`src/rtl/pc_ctrl_pkg.sv`:
```
// Shared types and default constants for the program-counter controller.
package pc_ctrl_pkg;

  typedef enum logic [1:0] {
    StRun,
    StWait,
    StHalt
  } state_e;

  localparam logic [31:0] DefResetAddr = 32'h0000_0000;
  localparam logic [31:0] DefImemLimit = 32'h0000_4000;
  localparam int unsigned DefStep      = 4;

endpackage

```
`src/rtl/pc_incr.sv`:
```
// Sequential-fetch incrementer: pc + STEP, wrapping modulo 2^ADDR_W.
module pc_incr
  import pc_ctrl_pkg::*;
#(
  parameter int unsigned ADDR_W = 32,
  parameter int unsigned STEP   = DefStep
) (
  input  logic [ADDR_W-1:0] pc,
  output logic [ADDR_W-1:0] pc_plus
);

  assign pc_plus = pc + ADDR_W'(STEP);

endmodule

```
`src/rtl/pc_ctrl.sv`:
```
// Program counter and fetch-request controller with trap/jump redirect and end-of-range halt.
module pc_ctrl
  import pc_ctrl_pkg::*;
#(
  parameter int unsigned       ADDR_W     = 32,
  parameter logic [ADDR_W-1:0] RESET_ADDR = ADDR_W'(DefResetAddr),
  // One bit wider than the PC so the limit can sit just past the top of the address space.
  parameter logic [ADDR_W:0]   IMEM_LIMIT = (ADDR_W+1)'(DefImemLimit),
  parameter int unsigned       STEP       = DefStep
) (
  input  logic              ip_clk,
  input  logic              ip_rst,
  input  logic              ip_stall_ctrl,
  input  logic              ip_fetch_ready,
  input  logic              ip_jump_branch_ctrl,
  input  logic [ADDR_W-1:0] ip_target_addr,
  input  logic              ip_trap_ctrl,
  input  logic [ADDR_W-1:0] ip_trap_addr,
  output logic [ADDR_W-1:0] op_pc,
  output logic              op_fetch_valid,
  output logic              op_redirect,
  output logic              op_misalign_ctrl,
  output logic [31:0]       op_fetch_cnt,
  output logic              op_done_execute_ctrl
);

  state_e            state_q, state_d;
  logic [ADDR_W-1:0] pc_q, pc_d, pc_plus, sel_tgt;
  logic [31:0]       cnt_q, cnt_d;
  logic              redirect_q, misalign_q;
  logic              redirect, transfer, in_range;

  pc_incr #(
    .ADDR_W (ADDR_W),
    .STEP   (STEP)
  ) u_pc_incr (
    .pc      (pc_q),
    .pc_plus (pc_plus)
  );

  assign in_range = {1'b0, pc_q} < IMEM_LIMIT;
  assign redirect = ip_trap_ctrl | ip_jump_branch_ctrl;
  // Trap wins over a simultaneous jump.
  assign sel_tgt  = ip_trap_ctrl ? ip_trap_addr : ip_target_addr;
  assign transfer = op_fetch_valid & ip_fetch_ready & ~ip_stall_ctrl & ~redirect;

  always_comb begin
    pc_d = pc_q;
    if (redirect) begin
      pc_d = {sel_tgt[ADDR_W-1:2], 2'b00};
    end else if (transfer) begin
      pc_d = pc_plus;
    end
  end

  always_comb begin
    cnt_d = cnt_q;
    if (transfer && (cnt_q != 32'hFFFF_FFFF)) begin
      cnt_d = cnt_q + 32'd1;
    end
  end

  // State register.
  always_ff @(posedge ip_clk) begin
    if (ip_rst) begin
      state_q <= StRun;
    end else begin
      state_q <= state_d;
    end
  end

  // Next-state logic; halting looks at the next PC so HALT coincides with the out-of-range PC.
  always_comb begin
    state_d = state_q;
    if (redirect) begin
      state_d = StRun;
    end else if ({1'b0, pc_d} >= IMEM_LIMIT) begin
      state_d = StHalt;
    end else begin
      case (state_q)
        StRun:   if (op_fetch_valid && (ip_stall_ctrl || !ip_fetch_ready)) state_d = StWait;
        StWait:  if (transfer) state_d = StRun;
        StHalt:  state_d = StHalt;
        default: state_d = StRun;
      endcase
    end
  end

  // Output logic.
  always_comb begin
    op_fetch_valid       = (state_q != StHalt) && in_range;
    op_done_execute_ctrl = (state_q == StHalt);
  end

  always_ff @(posedge ip_clk) begin
    if (ip_rst) begin
      pc_q       <= RESET_ADDR;
      cnt_q      <= 32'd0;
      redirect_q <= 1'b0;
      misalign_q <= 1'b0;
    end else begin
      pc_q       <= pc_d;
      cnt_q      <= cnt_d;
      redirect_q <= redirect;
      misalign_q <= redirect && (sel_tgt[1:0] != 2'b00);
    end
  end

  assign op_pc            = pc_q;
  assign op_fetch_cnt     = cnt_q;
  assign op_redirect      = redirect_q;
  assign op_misalign_ctrl = misalign_q;

endmodule
```
`config.mk`:
```
export PLATFORM = sky130hd
export DESIGN_NAME = pc_ctrl
export DESIGN_NICKNAME = d
export VERILOG_FILES = /design/src/rtl/pc_ctrl_pkg.sv /design/src/rtl/pc_incr.sv /design/src/rtl/pc_ctrl.sv
export SDC_FILE = /design/constraint.sdc
export NUM_CORES = 1
export LEC_CHECK = 0
export CAP_MARGIN = 10
export CORE_MARGIN = 4
export CORE_UTILIZATION = 40
export CTS_CLUSTER_SIZE = 28
export DETAILED_ROUTE_END_ITERATION = 6
export PLACE_DENSITY_LB_ADDON = 0.15
export SYNTH_ARGS = -nofsm -noshare
export SYNTH_HDL_FRONTEND = slang
export SYNTH_SLANG_ARGS = --single-unit
```
`constraint.sdc`:
```
create_clock -name ip_clk -period 3.67 [get_ports ip_clk]
set_input_delay 0.5505 -clock ip_clk [delete_from_list [all_inputs] [get_ports ip_clk]]
set_output_delay 0.5505 -clock ip_clk [all_outputs]
set_load 0.01 [all_outputs]
```
* Word-level counts from Yosys, hierarchy flattened
Cells that the tools add are included.
** Storage, ports and cells
- Bits in registers :: 68
- Word-level logic and storage cells :: 43
- Input bits :: 70
- Output and inout port bits :: 68
** Operators by class
- Bitwise logic cells :: 6
- Magnitude comparators :: 2
- Eq/ne operators :: 8
- $add $sub $neg :: 2
- Muxes and demuxes :: 7
- Reductions and logical operators :: 12
** Operator list (count)
- 32-bit two-way mux :: 3
- 32-bit by 1-bit adder with 32-bit output (second input constant) :: 1
- 32-bit by 3-bit adder with 32-bit output (second input constant) :: 1
- 32-bit by 15-bit greater-or-equal comparator with 1-bit output (second input constant) :: 1
- 32-bit by 15-bit < comparator with 1-bit output (second input constant) :: 1
- 32-bit != test (second input constant) :: 1
- 2-bit two-way mux :: 3
- 2-bit != test (second input constant) :: 3
- 3-bit != test (second input constant) :: 2
- 2-bit one-hot mux with 3 select lines :: 1
- 1-bit logical AND :: 4
- 2-bit AND reduction :: 2
- 1-bit AND :: 3
- 3-bit OR reduction :: 1
- 2-bit by 1-bit == test with 1-bit output (second input constant) :: 1
- 2-bit == test (second input constant) :: 1
- 2-bit logical NOT :: 1
- 1-bit inverter :: 2
- 2-bit nonzero test :: 1
- 2-bit OR reduction :: 1
- 1-bit logical NOT :: 1
- 1-bit logical OR :: 1
- 1-bit OR :: 1

* Depth between registers and ports, before layout
Gate-level depths: netlist of the first run.
- Word-level depth :: 10
- Mapped depth :: 8
- Gate-level depth less buffers :: 6

* Cells and area by module
Synthesis of the first run repeated with hierarchy kept, for this count alone.
** Second synthesis, totals
- Cells, all modules :: 505
- Area total of the unflattened synthesis :: 4081.4 um^2
** By module, submodules not included
- pc_ctrl :: sequential area each 1361.3 um^2, instances 1, cells an instance 422, area an instance 3500.9 um^2
- pc_incr :: sequential area each 0.0 um^2, instances 1, cells an instance 83, area an instance 580.6 um^2

* Worst setup path before layout of the first run
OpenSTA, ideal clock, no wires.
- Path type :: input to register
- Start point :: input port ip_jump_branch_ctrl
- End point :: register cnt_q[22], in the netlist op_fetch_cnt[22]
- Required time :: 3.600 ns
- Arrival time :: 2.256 ns
- Slack :: 1.344 ns
- Library setup time :: 0.070 ns
- Stages :: 7
- Buffers on the path :: 2
- Path through :: buf_2 nor2_1 nand4_1 or4_4 buf_6 or4_1 a21oi_1
** Between the ends
- Longest elaborated chain between the ends :: 4
** Ends and longest elaborated chain
- start: declaration :: line pc_ctrl.sv:15 : input logic ip_jump_branch_ctrl,
- 1-bit OR :: line pc_ctrl.sv:42 : assign redirect = ip_trap_ctrl | ip_jump_branch_ctrl;
- 1-bit inverter :: line pc_ctrl.sv:45 : assign transfer = op_fetch_valid & ip_fetch_ready & ~ip_stall_ctrl & ~redirect;
- 1-bit AND :: line pc_ctrl.sv:45
- 1-bit logical AND :: line pc_ctrl.sv:58 : if (transfer && (cnt_q != 32'hFFFF_FFFF)) begin
- end signal: assignment :: line pc_ctrl.sv:103 : cnt_q <= cnt_d;
- end: declaration :: line pc_ctrl.sv:29 : logic [31:0] cnt_q, cnt_d;
Every way passes these cells.
A chain may end at the register's enable or synchronous reset.

* Final worst setup path of the first run
- Start point :: register pc_q[15], in the netlist op_pc[15]
- End point :: output port op_fetch_valid
** Between the ends
- Longest elaborated chain between the ends :: 2
** Ends and longest elaborated chain
- start: declaration :: line pc_ctrl.sv:28 : logic [ADDR_W-1:0] pc_q, pc_d, pc_plus, sel_tgt;
- start signal: assignment :: line pc_ctrl.sv:102 : pc_q <= pc_d;
- 32-bit by 15-bit < comparator with 1-bit output :: line pc_ctrl.sv:41 : assign in_range = {1'b0, pc_q} < IMEM_LIMIT;
- 1-bit logical AND :: line pc_ctrl.sv:91 : op_fetch_valid = (state_q != StHalt) && in_range;
- end: declaration :: line pc_ctrl.sv:20 : output logic op_fetch_valid,
Every way passes these cells.

==> run_results.csv, run 1 <==
group,metric,value,unit
outcome,status,"finished, final reports clean",
cells_and_area,syn2layout_area_growth,44.7,%
synth,synth_warnings,0,
critical_path,path_cells,"nor4_4 -> nand4_2 -> nor2_1 -> clkdlybuf4s50_1",
clock_network,clk_latency,0.34,ns
critical_path,reg2reg_slack,0.91,ns
sta,rsz0062_at_grt,"false",
synth,yosys_register_bits,68,
clock_network,clockBufferDepth,2,
critical_path,critPathLaunch,"op_pc[15]",
floorplan,fp.dieH,103,um
synth,synth.distinct_cells,47,
cells_and_area,antenna_cells,0,
synth,synth_area,3620,sq um
clock_network,cts_hold_buffers,0,
critical_path,end_kind,"output port",
sta,worst_pin_slew,0.967,ns
hold_path,hold-path-cell-count,2,
sta,setup_viol,0,
hold_path,worstHoldStart,"op_pc[0]",
placement,hpwl,8000,um
placement,portBuffers,137,
drt,num_vias,3740,
clock_network,cts.sinks,68,
sta,hold_viol,0,
clock_network,h-tree-depth,3,
critical_path,reg2regPathDepth,6,
grt,antenna_found_initial,0,
critical_path,arrival,2.33,ns
synth,seq_area_frac_synth,0.376,
clock_network,cts_buffers,9,
cells_and_area,n_fill_cell,781,
sta,skew,0.0135,ns
sta,tns,0,ns
hold_path,hp-class,"flop to flop",
clock_network,cts-root-buf,"clkbuf_8",
critical_path,crit_family,"simple AND/OR/NAND/NOR gates",
drt,wl_per_cell,15.9,um
floorplan,core-area,8760,sq um
drt,routed_wl,10600,um
placement,gp_congestion,0.842,
floorplan,die-area,10600,sq um
synth,synth_edf_count,0,
cells_and_area,drive_above_1_share,0.0805,
synth,syn_area_per_cell,8.51,sq um
synth,synth_nets,498,
synth,synthFlopType,"dfxtp_1",
grt,grt.total_usage,0.201,
synth,synthCells,426,
synth,async_flop_share,0,
critical_path,r2r-start,"op_pc[15]",
drt,drtPass1Iterations,5,
clock_network,cts.reportedPaths.clkPinSlew,0.08,ns
cells_and_area,utilization,0.598,
critical_path,critPathMaxStageDelay,0.59,ns
sta,timing.hold.ws,0.429,ns
critical_path,critical_path_required,3.12,ns
run,cap_violations,0,
cells_and_area,nNetsFinal,626,
floorplan,die_x,103,um
clock_network,cts_tree,"done",
sta,slew_violations,0,
critical_path,critical_path_class,"flop to output port",
critical_path,cp_max_fo,13,
sta,post-route-min-period,2.88,ns
hold_path,whs_endpoint,"op_pc[0]",
floorplan,rows,34,
floorplan,ios,138,
drt,vias_per_cell,5.61,
grt,grt_pass1_vias,3604,
floorplan,start_util,0.413,
clock_network,post_cts_buffers,0,
critical_path,cp-start-kind,"flop",
grt,grt_max_degree,47,
critical_path,crit_buf_inv,1,
sta,slew-limit-headroom,0.355,
sta,period_share,0.784,
clock_network,ctsResizeCount,0,
power,powerDensity,318,nW/um^2
sta,fmax,348,MHz
critical_path,r2r-end,"op_fetch_cnt[5]",
grt,grt-ovfl-total,0,
drt,postRouteAntennaNets,0,
critical_path,cp_slowest_cell,"clkdlybuf4s50_1",
power,leakage,0.00180,uW
grt,grt_pass1_wl,17200,um
power,ir_drop,0.183,mV
drt,drc,0,
drt,dr.first_iter.drc_count,125,
-- stage by stage --
| stage | setup WS, ns | cell area [sq um] | instances | power [uW] |
|---|---|---|---|---|
| after global placement | 0.707 | 5060 | 651 | 1090 |
| after floorplan | 1.34 | 3620 | 426 | 928 |
| final | 0.793 | 5240 | 667 | 1670 |
| after global routing | 0.643 | 5240 | 667 | 1750 |
| after CTS | 0.789 | 5240 | 667 | 1680 |
| after detailed placement | 0.607 | 5060 | 651 | 1090 |
-- per-layer routing --
layer	wire, um	vias to the layer above	global-route usage	part of all wire
met5	0	-	0	0
met4	148	0	0.0697	0.014
met3	644	12	0.0463	0.061
met2	5020	118	0.332	0.47
met1	4770	1750	0.258	0.45
li1	-	1860	-	-
-- power by group --
| group | internal (uW) | switching (uW) | total [uW] |
|---|---|---|---|
| clock network | 311 | 284 | 595 |
| logic | 164 | 114 | 278 |
| registers | 763 | 31.8 | 795 |
| total | 1240 | 430 | 1670 |
-- tightest hold or removal path: cells and delay by family, from the launching register on --
family        cells  cell delay, ns
buf+inv           1            0.05
simple gates      1            0.03
flops             1            0.31
-- cells by family (layout without fill, tap and decap cells) --
group / count (synthesis) / in the layout / share of synthesized area
buffers and inverters: 35 / 168 / 0.0401
and+or+nand+nor: 183 / 183 / 0.297
AOI/OAI and AO/OA: 91 / 91 / 0.149
adders and majority gates: 2 / 2 / 0.00690
muxes: 35 / 35 / 0.102
xor gates and xnor gates: 12 / 12 / 0.0290
DFF: 68 / 68 / 0.376
-- how the worst max path moves through the flow --
stage          slack [ns]  cells after the start          endpoint
6_report             0.79                      4    op_fetch_valid
5_1_grt              0.64                      4    op_fetch_valid
4_1_cts              0.79                      4    op_fetch_valid
3_5_place_dp         0.61                      7   op_fetch_cnt[5]
3_3_place_gp         0.71                      7   op_fetch_cnt[3]
2_1_floorplan        1.34                      7  op_fetch_cnt[22]
-- cell usage after synthesis (all sizes together) (10+ instances only) --
cell type,count,share of area
a21oi,30,0.041
and4,10,0.024
clkbuf,19,0.020
dfxtp,68,0.38
mux2,16,0.050
mux2i,19,0.052
nand2,23,0.024
nand3,18,0.025
nand4,17,0.035
nor2,35,0.036
nor4,16,0.036
o21ai,24,0.033
o22ai,12,0.021
or3,21,0.036
or4,11,0.024
xnor2,11,0.027
-- cell type report --
type                       instances  area [sq um]  share of cell area
clock buffer                      11           131              0.0251
clock inverter                     5          52.6              0.0100
inverter                           9          33.8             0.00644
multi-input combinational        323          2120               0.404
sequential                        68          1360               0.260
tap                              108           135              0.0258
timing repair buffer             143          1410               0.269
-- cells in the final DEF, fill, tap and decap left out, types with 2 or more instances in the layout --
cell             count
a211oi_1             5
a21oi_1             30
a22oi_1              6
and2_1               3
and3_1               7
and4_1              10
buf_4                6
clkbuf_1             2
clkbuf_8             9
clkdlybuf4s50_1    136
clkinv_2             3
dfxtp_1             68
ha_1                 2
inv_1                9
mux2_2              16
mux2i_1             19
nand2_1             23
nand3_1             18
nand4_1             15
nor2_1              35
nor2b_1              7
nor3_1               6
nor3b_1              2
nor4_1              14
nor4_4               2
o21ai_0             24
o22ai_1             12
o31ai_1              8
or2_2                2
or3_1               21
or4_1               10
xnor2_1             11
-- registers in the layout (all words and copies together) (netlist names) --
register	count
op_redirect	1
op_misalign_ctrl	1
op_pc	32
op_fetch_cnt	32
state_q	2
Power figures use the tool's default switching activity.
==> run 2, diff against run 1 <==
- clock period: 3.67 -> 2.5 ns (I/O delays scaled with it)
==> run 2 against run 1 <==
Clock-buffer cell count up 1. Critical path depth up 1. Sequential cell count unchanged. Final area up 3.0%. Largest power group unchanged. Highest routed layer unchanged.
==> run_results.csv, run 2 (synthesis results as in run 1) <==
group,metric,value,unit
critical_path,cp_slowest_cell,"or4_4",
power,p_int,1890,uW
clock_network,cts-root-buf,"clkbuf_8",
sta,slew_violations,0,
hold_path,hp-class,"flop to flop",
sta,fmax,430,MHz
outcome,status,"finished, final reports clean",
sta,timing.hold.ws,0.431,ns
power,ir_drop,0.222,mV
sta,worst_pin_slew,0.554,ns
drt,vias_per_cell,5.58,
grt,grt_pass1_vias,3541,
clock_network,clk_latency,0.34,ns
cells_and_area,utilization,0.616,
sta,slew-limit-headroom,0.631,
placement,post-place-ws,-0.102,ns
clock_network,cts_tree,"done",
floorplan,core-area,8760,sq um
sta,rsz0062_at_grt,"false",
floorplan,die-area,10600,sq um
critical_path,cp_max_fo,10,
clock_network,clockBufferDepth,2,
critical_path,path_cells,"and4_1 -> nand4_4 -> or4_4 -> or4_1 -> a21oi_1",
cells_and_area,antenna_cells,0,
critical_path,critical_path_class,"flop to flop",
critical_path,crit_buf_inv,0,
sta,skew,0.0125,ns
critical_path,reg2regPathDepth,5,
floorplan,start_util,0.413,
power,p_switching,636,uW
placement,gp_congestion,0.853,
grt,grt.total_usage,0.203,
critical_path,end_kind,"flop",
run,cap_violations,0,
cells_and_area,final_common_cell,"clkdlybuf4s50_1",
sta,setup_viol,0,
cells_and_area,drive_above_1_share,0.106,
drt,dr.first_iter.drc_count,97,
grt,grt_max_degree,52,
cells_and_area,nNetsFinal,641,
clock_network,h-tree-depth,3,
clock_network,cts_hold_buffers,0,
critical_path,cp-start-kind,"flop",
sta,postLayoutSetupSlackWorst,0.173,ns
critical_path,crit_family,"simple AND/OR/NAND/NOR gates",
placement,portBuffers,137,
grt,grt_pass1_wl,17100,um
critical_path,critical_path_required,2.78,ns
clock_network,post_cts_buffers,0,
drt,num_vias,3803,
power,powerDensity,468,nW/um^2
drt,routed_wl,10900,um
drt,postRouteAntennaNets,0,
sta,post-route-min-period,2.33,ns
drt,drc,0,
critical_path,arrival,2.61,ns
sta,period_share,0.931,
power,p_comb_frac,0.169,
placement,hpwl,8170,um
floorplan,ios,138,
power,p_clk_frac,0.368,
clock_network,cts.sinks,68,
cells_and_area,final_cell_mix,"135 x clkdlybuf4s50_1, 68 x dfxtp_1, 35 x nor2_1",
critical_path,critPathMaxStageDelay,0.62,ns
floorplan,rows,34,
power,pwr-share-seq,0.463,
floorplan,fp.dieH,103,um
grt,grt-ovfl-total,0,
power,switching_share,0.252,
sta,hold_viol,0,
clock_network,cts_buffers,9,
floorplan,die_x,103,um
critical_path,crit_cells,5,
clock_network,cts.reportedPaths.clkPinSlew,0.08,ns
drt,drtPass1Iterations,4,
cells_and_area,syn2layout_area_growth,49.0,%
hold_path,hold-path-cell-count,2,
clock_network,ctsResizeCount,1,
grt,antenna_found_initial,0,
power,leakage,0.00190,uW
drt,wl_per_cell,16.0,um
[run 2: power by group through the flow]
stage / sequential, uW / clock, uW / combinational (uW)
2_1_floorplan: 1200 / 0 / 164
3_3_place_gp: 1190 / 0 / 422
3_5_place_dp: 1190 / 0 / 427
4_1_cts: 1170 / 950 / 429
5_1_grt: 1170 / 997 / 461
6_report: 1170 / 930 / 427
[run 2: worst paths after layout]
check                   from                to  slack (ns)
max          op_fetch_cnt[3]  op_fetch_cnt[28]        0.17
min                 op_pc[1]          op_pc[1]        0.43
max reg2reg  op_fetch_cnt[3]  op_fetch_cnt[28]        0.17
min reg2reg         op_pc[1]          op_pc[1]        0.43
[run 2: cell type report]
| class | instances | area (sq um) |
|---|---|---|
| Multi-Input combinational cell | 323 | 2120 |
| Sequential cell | 68 | 1360 |
| Timing Repair Buffer | 158 | 1550 |
| Fill cell | 799 | 3370 |
| Clock buffer | 12 | 155 |
| Inverter | 9 | 33.8 |
| Clock inverter | 4 | 47.5 |
| Tap cell | 108 | 135 |
[run 2: per-layer routing]
metal	track usage	part of all wire	up-vias
met2	0.329	0.48	116
met1	0.260	0.45	1778
li1	-	-	1898
met4	0.0627	0.012	0
met3	0.0610	0.064	11
met5	0	0	-
[run 2: worst reg2reg max path, stage by stage (launching register included)]
cell and delay (ns):
dfxtp_1 0.40, and4_1 0.41, nand4_4 0.17, or4_4 0.62
or4_1 0.52, a21oi_1 0.14
[run 2: stage by stage]
step	std cells	TNS (ns)	power, uW	area (sq um)
after floorplan	426	0	1360	3620
after global placement	666	-0.00939	1610	5200
after detailed placement	666	-0.269	1620	5200
after CTS	682	0	2550	5400
after global routing	682	0	2630	5400
final	682	0	2530	5400
==> run 3, diff against run 2 <==
- CELL_PAD_IN_SITES_DETAIL_PLACEMENT: not set -> 1
- CELL_PAD_IN_SITES_GLOBAL_PLACEMENT: not set -> 1
- CORE_UTILIZATION: 40 -> 30
- SYNTH_HIERARCHICAL: not set -> 1
==> run 3 against run 2 <==
Clock-buffer cell count unchanged. Final cell count increased by 32%. First-iteration DRC count rose by 81%. Combinational power is 48% higher. Hold slack improved by 0.024 ns. Synthesized cell count up 19%. Via count grew 19%. Utilization fell by 11 points. Sequential power about the same. Critical path type unchanged. Largest power group is now the clock network. Highest routed layer unchanged.
==> run_results.csv, run 3 <==
group,metric,value,unit
critical_path,end_kind,"flop",
sta,worst_pin_slew,0.444,ns
synth,synthTopCellsByCount,"70 x nor2_1, 68 x dfxtp_1, 55 x nand2_1, 33 x xor2_1, 31 x nand3_1",
grt,antenna_found_initial,0,
synth,synth_warnings,6,
floorplan,rows,42,
cells_and_area,postLayoutCellArea,6690,sq um
drt,wl_per_cell,17.4,um
power,p_int,2370,uW
sta,period_share,0.960,
critical_path,cp_slowest_cell,"dfxtp_1",
critical_path,critical_path_required,2.79,ns
sta,tns,0,ns
synth,synth_nets,577,
drt,drc,0,
drt,postRouteAntennaNets,0,
drt,vias_per_cell,5.02,
power,p_clk_frac,0.435,
power,powerDensity,474,nW/um^2
sta,fmax,417,MHz
sta,slew_violations,0,
synth,synth_top_area_frac,0.334,
run,cap_violations,0,
critical_path,critPathMaxStageDelay,0.45,ns
power,pwr-share-seq,0.366,
power,p_comb_frac,0.199,
power,p_switching,798,uW
synth,synth_compound_area_frac,0.101,
synth,synth.distinct_cells,52,
cells_and_area,syn2layout_area_growth,63.8,%
clock_network,clk_latency,0.35,ns
clock_network,cts_tree,"done",
placement,gp_congestion,0.847,
drt,dr.first_iter.drc_count,176,
drt,drtPass1Iterations,4,
drt,routed_wl,15600,um
cells_and_area,nNetsFinal,790,
grt,grt_pass1_vias,4896,
synth,synthSimpleGateAreaFrac,0.322,
power,ir_drop,0.341,mV
grt,grtUsageMet3,0.0553,
synth,synth_top_family_by_area,"simple AND/OR/NAND/NOR gates",
synth,synthAdderAreaFrac,0.00613,
grt,grt_max_degree,35,
grt,grt.total_usage,0.200,
critical_path,cp_max_fo,4,
synth,synth_area,4080,sq um
placement,hpwl,12500,um
critical_path,arrival,2.69,ns
floorplan,die_x,125,um
placement,dp_cells,879,
clock_network,cts.reportedPaths.clkPinSlew,0.05,ns
sta,setup_viol,0,
floorplan,fp.dieH,125,um
grt,use_met1,0.234,
grt,gr-max-usage-layer,"met2",
outcome,status,"finished, final reports clean",
cells_and_area,final_common_cell,"clkdlybuf4s50_1",
clock_network,cts.sinks,68,
floorplan,core-area,13300,sq um
floorplan,start_util,0.307,
clock_network,h-tree-depth,3,
cells_and_area,drive_above_1_share,0.210,
clock_network,cts-root-buf,"clkbuf_16",
synth,synth_edf_count,0,
synth,yosysTopAreaCell,"dfxtp_1",
grt,grt-ovfl-total,0,
grt,grt_pass1_wl,25400,um
drt,num_vias,4515,
power,power,3170,uW
grt,grtUsageMet2,0.362,
synth,syn_area_per_cell,8.08,sq um
clock_network,clockBufferDepth,2,
synth,synth-xor-area-share,0.127,
power,switching_share,0.252,
cells_and_area,n_fill_cell,1589,
synth,synthCells,505,
hold_path,hp-class,"input port to flop",
clock_network,cts_buffers,9,
synth,synth_most_common_cell,"nor2_1",
floorplan,ios,138,
placement,portBuffers,137,
cells_and_area,antenna_cells,0,
synth,synth.area.mux_share,0.0809,
cells_and_area,final-seq-area,1370,sq um
power,leakage,0.00267,uW
synth,synthFlopType,"dfxtp_1",
floorplan,die-area,15500,sq um
cells_and_area,multiInputGateArea,2700,sq um
synth,async_flop_share,0,
synth,yosys-top-cells-area,"dfxtp_1 33%, xor2_1 7.1%, nor2_1 6.4%, mux2i_1 5.9%, xnor2_1 5.6%",
cells_and_area,utilization,0.503,
cells_and_area,final_cell_mix,"134 x clkdlybuf4s50_1, 86 x buf_4, 68 x nor2_1",
synth,seq_area_frac_synth,0.334,
synth,yosys_register_bits,68,
critical_path,path_cells,"nand3_1 -> nor3_2 -> buf_4 -> nand3_1 -> xnor2_1 -> nor3_1 -> nand2_1 -> a221oi_2 -> nand2_1 -> nor4_2 -> and2_1",
cells_and_area,stdcell_count,899,
sta,hold_viol,0,
sta,post-route-min-period,2.40,ns
sta,slew-limit-headroom,0.701,
critical_path,critical_path_class,"flop to flop",
placement,dpl_cell_area,6250,sq um
sta,skew,0.00781,ns
critical_path,cp-start-kind,"flop",
==> run 3: changes by cell type in the layout (fill, tap and decap cells not counted), sizes merged, moves of 15 or more <==
cell and delta:
xor2 +32, xnor2 +15, nor2 +36, or3 -17, nand3 +15, o21ai -15
buf +70, nand2 +32
==> run 3: through the flow <==
step	setup slack [ns]	hold slack (ns)
5_1_grt	-0.0160	0.457
2_1_floorplan	0.00600	0.488
6_report	0.0995	0.455
3_5_place_dp	-0.0722	0.479
3_3_place_gp	-0.0226	0.465
4_1_cts	0.00669	0.437
==> run 3: cell type report <==
type,count,area share
clock inverters,4,0.0109
inverters,5,0.00281
well taps,176,0.0329
multi-input cells,407,0.404
clock buffers,12,0.0369
flip-flops and latches,68,0.205
repair buffers,227,0.308
==> run 3: cells by family (layout without fill, tap and decap cells) <==
group	after synthesis	count (layout)
simple gates	246	246
fa+ha+maj	2	2
compound gates	68	68
buf+inv	30	248
xor+xnor	59	59
flops	68	68
mux	32	32
==> run 3: critical path: cells and delay by family, from the launching register on <==
kind | cells | cell delay, ns
xor gates and xnor gates | 1 | 0.19
AOI/OAI and AO/OA | 1 | 0.25
buffers and inverters | 1 | 0.17
and+or+nand+nor | 8 | 1.29
DFF | 1 | 0.45
==> run 3: what timing repair did <==
item	in CTS	in global routing
gates cloned	0	1
setup buffers	2	1
pin swaps	12	3
endpoints found under the hold margin	0	0
setup endpoints to repair	3	32
hold buffers	0	0
gates resized for setup	8	12
==> run 3: final timing paths <==
check | from | end | slack (ns) | cells past startpoint
max | op_pc[21] | state_q[0] | 0.1 | 11
min | ip_rst | op_pc[11] | 0.45 | 2
max reg2reg | op_pc[21] | state_q[0] | 0.1 | 11
min reg2reg | op_pc[0] | op_pc[0] | 0.48 | 2
==> run 3: routing by layer <==
metal,wire [um],share of wire
met5,0,0
met4,161,0.010
met3,759,0.049
met2,8150,0.52
met1,6530,0.42
==> run 3: power by group through the flow <==
| stage | clock, uW | combinational (uW) | sequential (uW) |
|---|---|---|---|
| finish | 1380 | 632 | 1160 |
| global route | 1470 | 680 | 1160 |
| CTS | 1420 | 634 | 1160 |
| detailed placement | 0 | 622 | 1180 |
| global placement | 0 | 611 | 1180 |
| floorplan | 0 | 207 | 1210 |
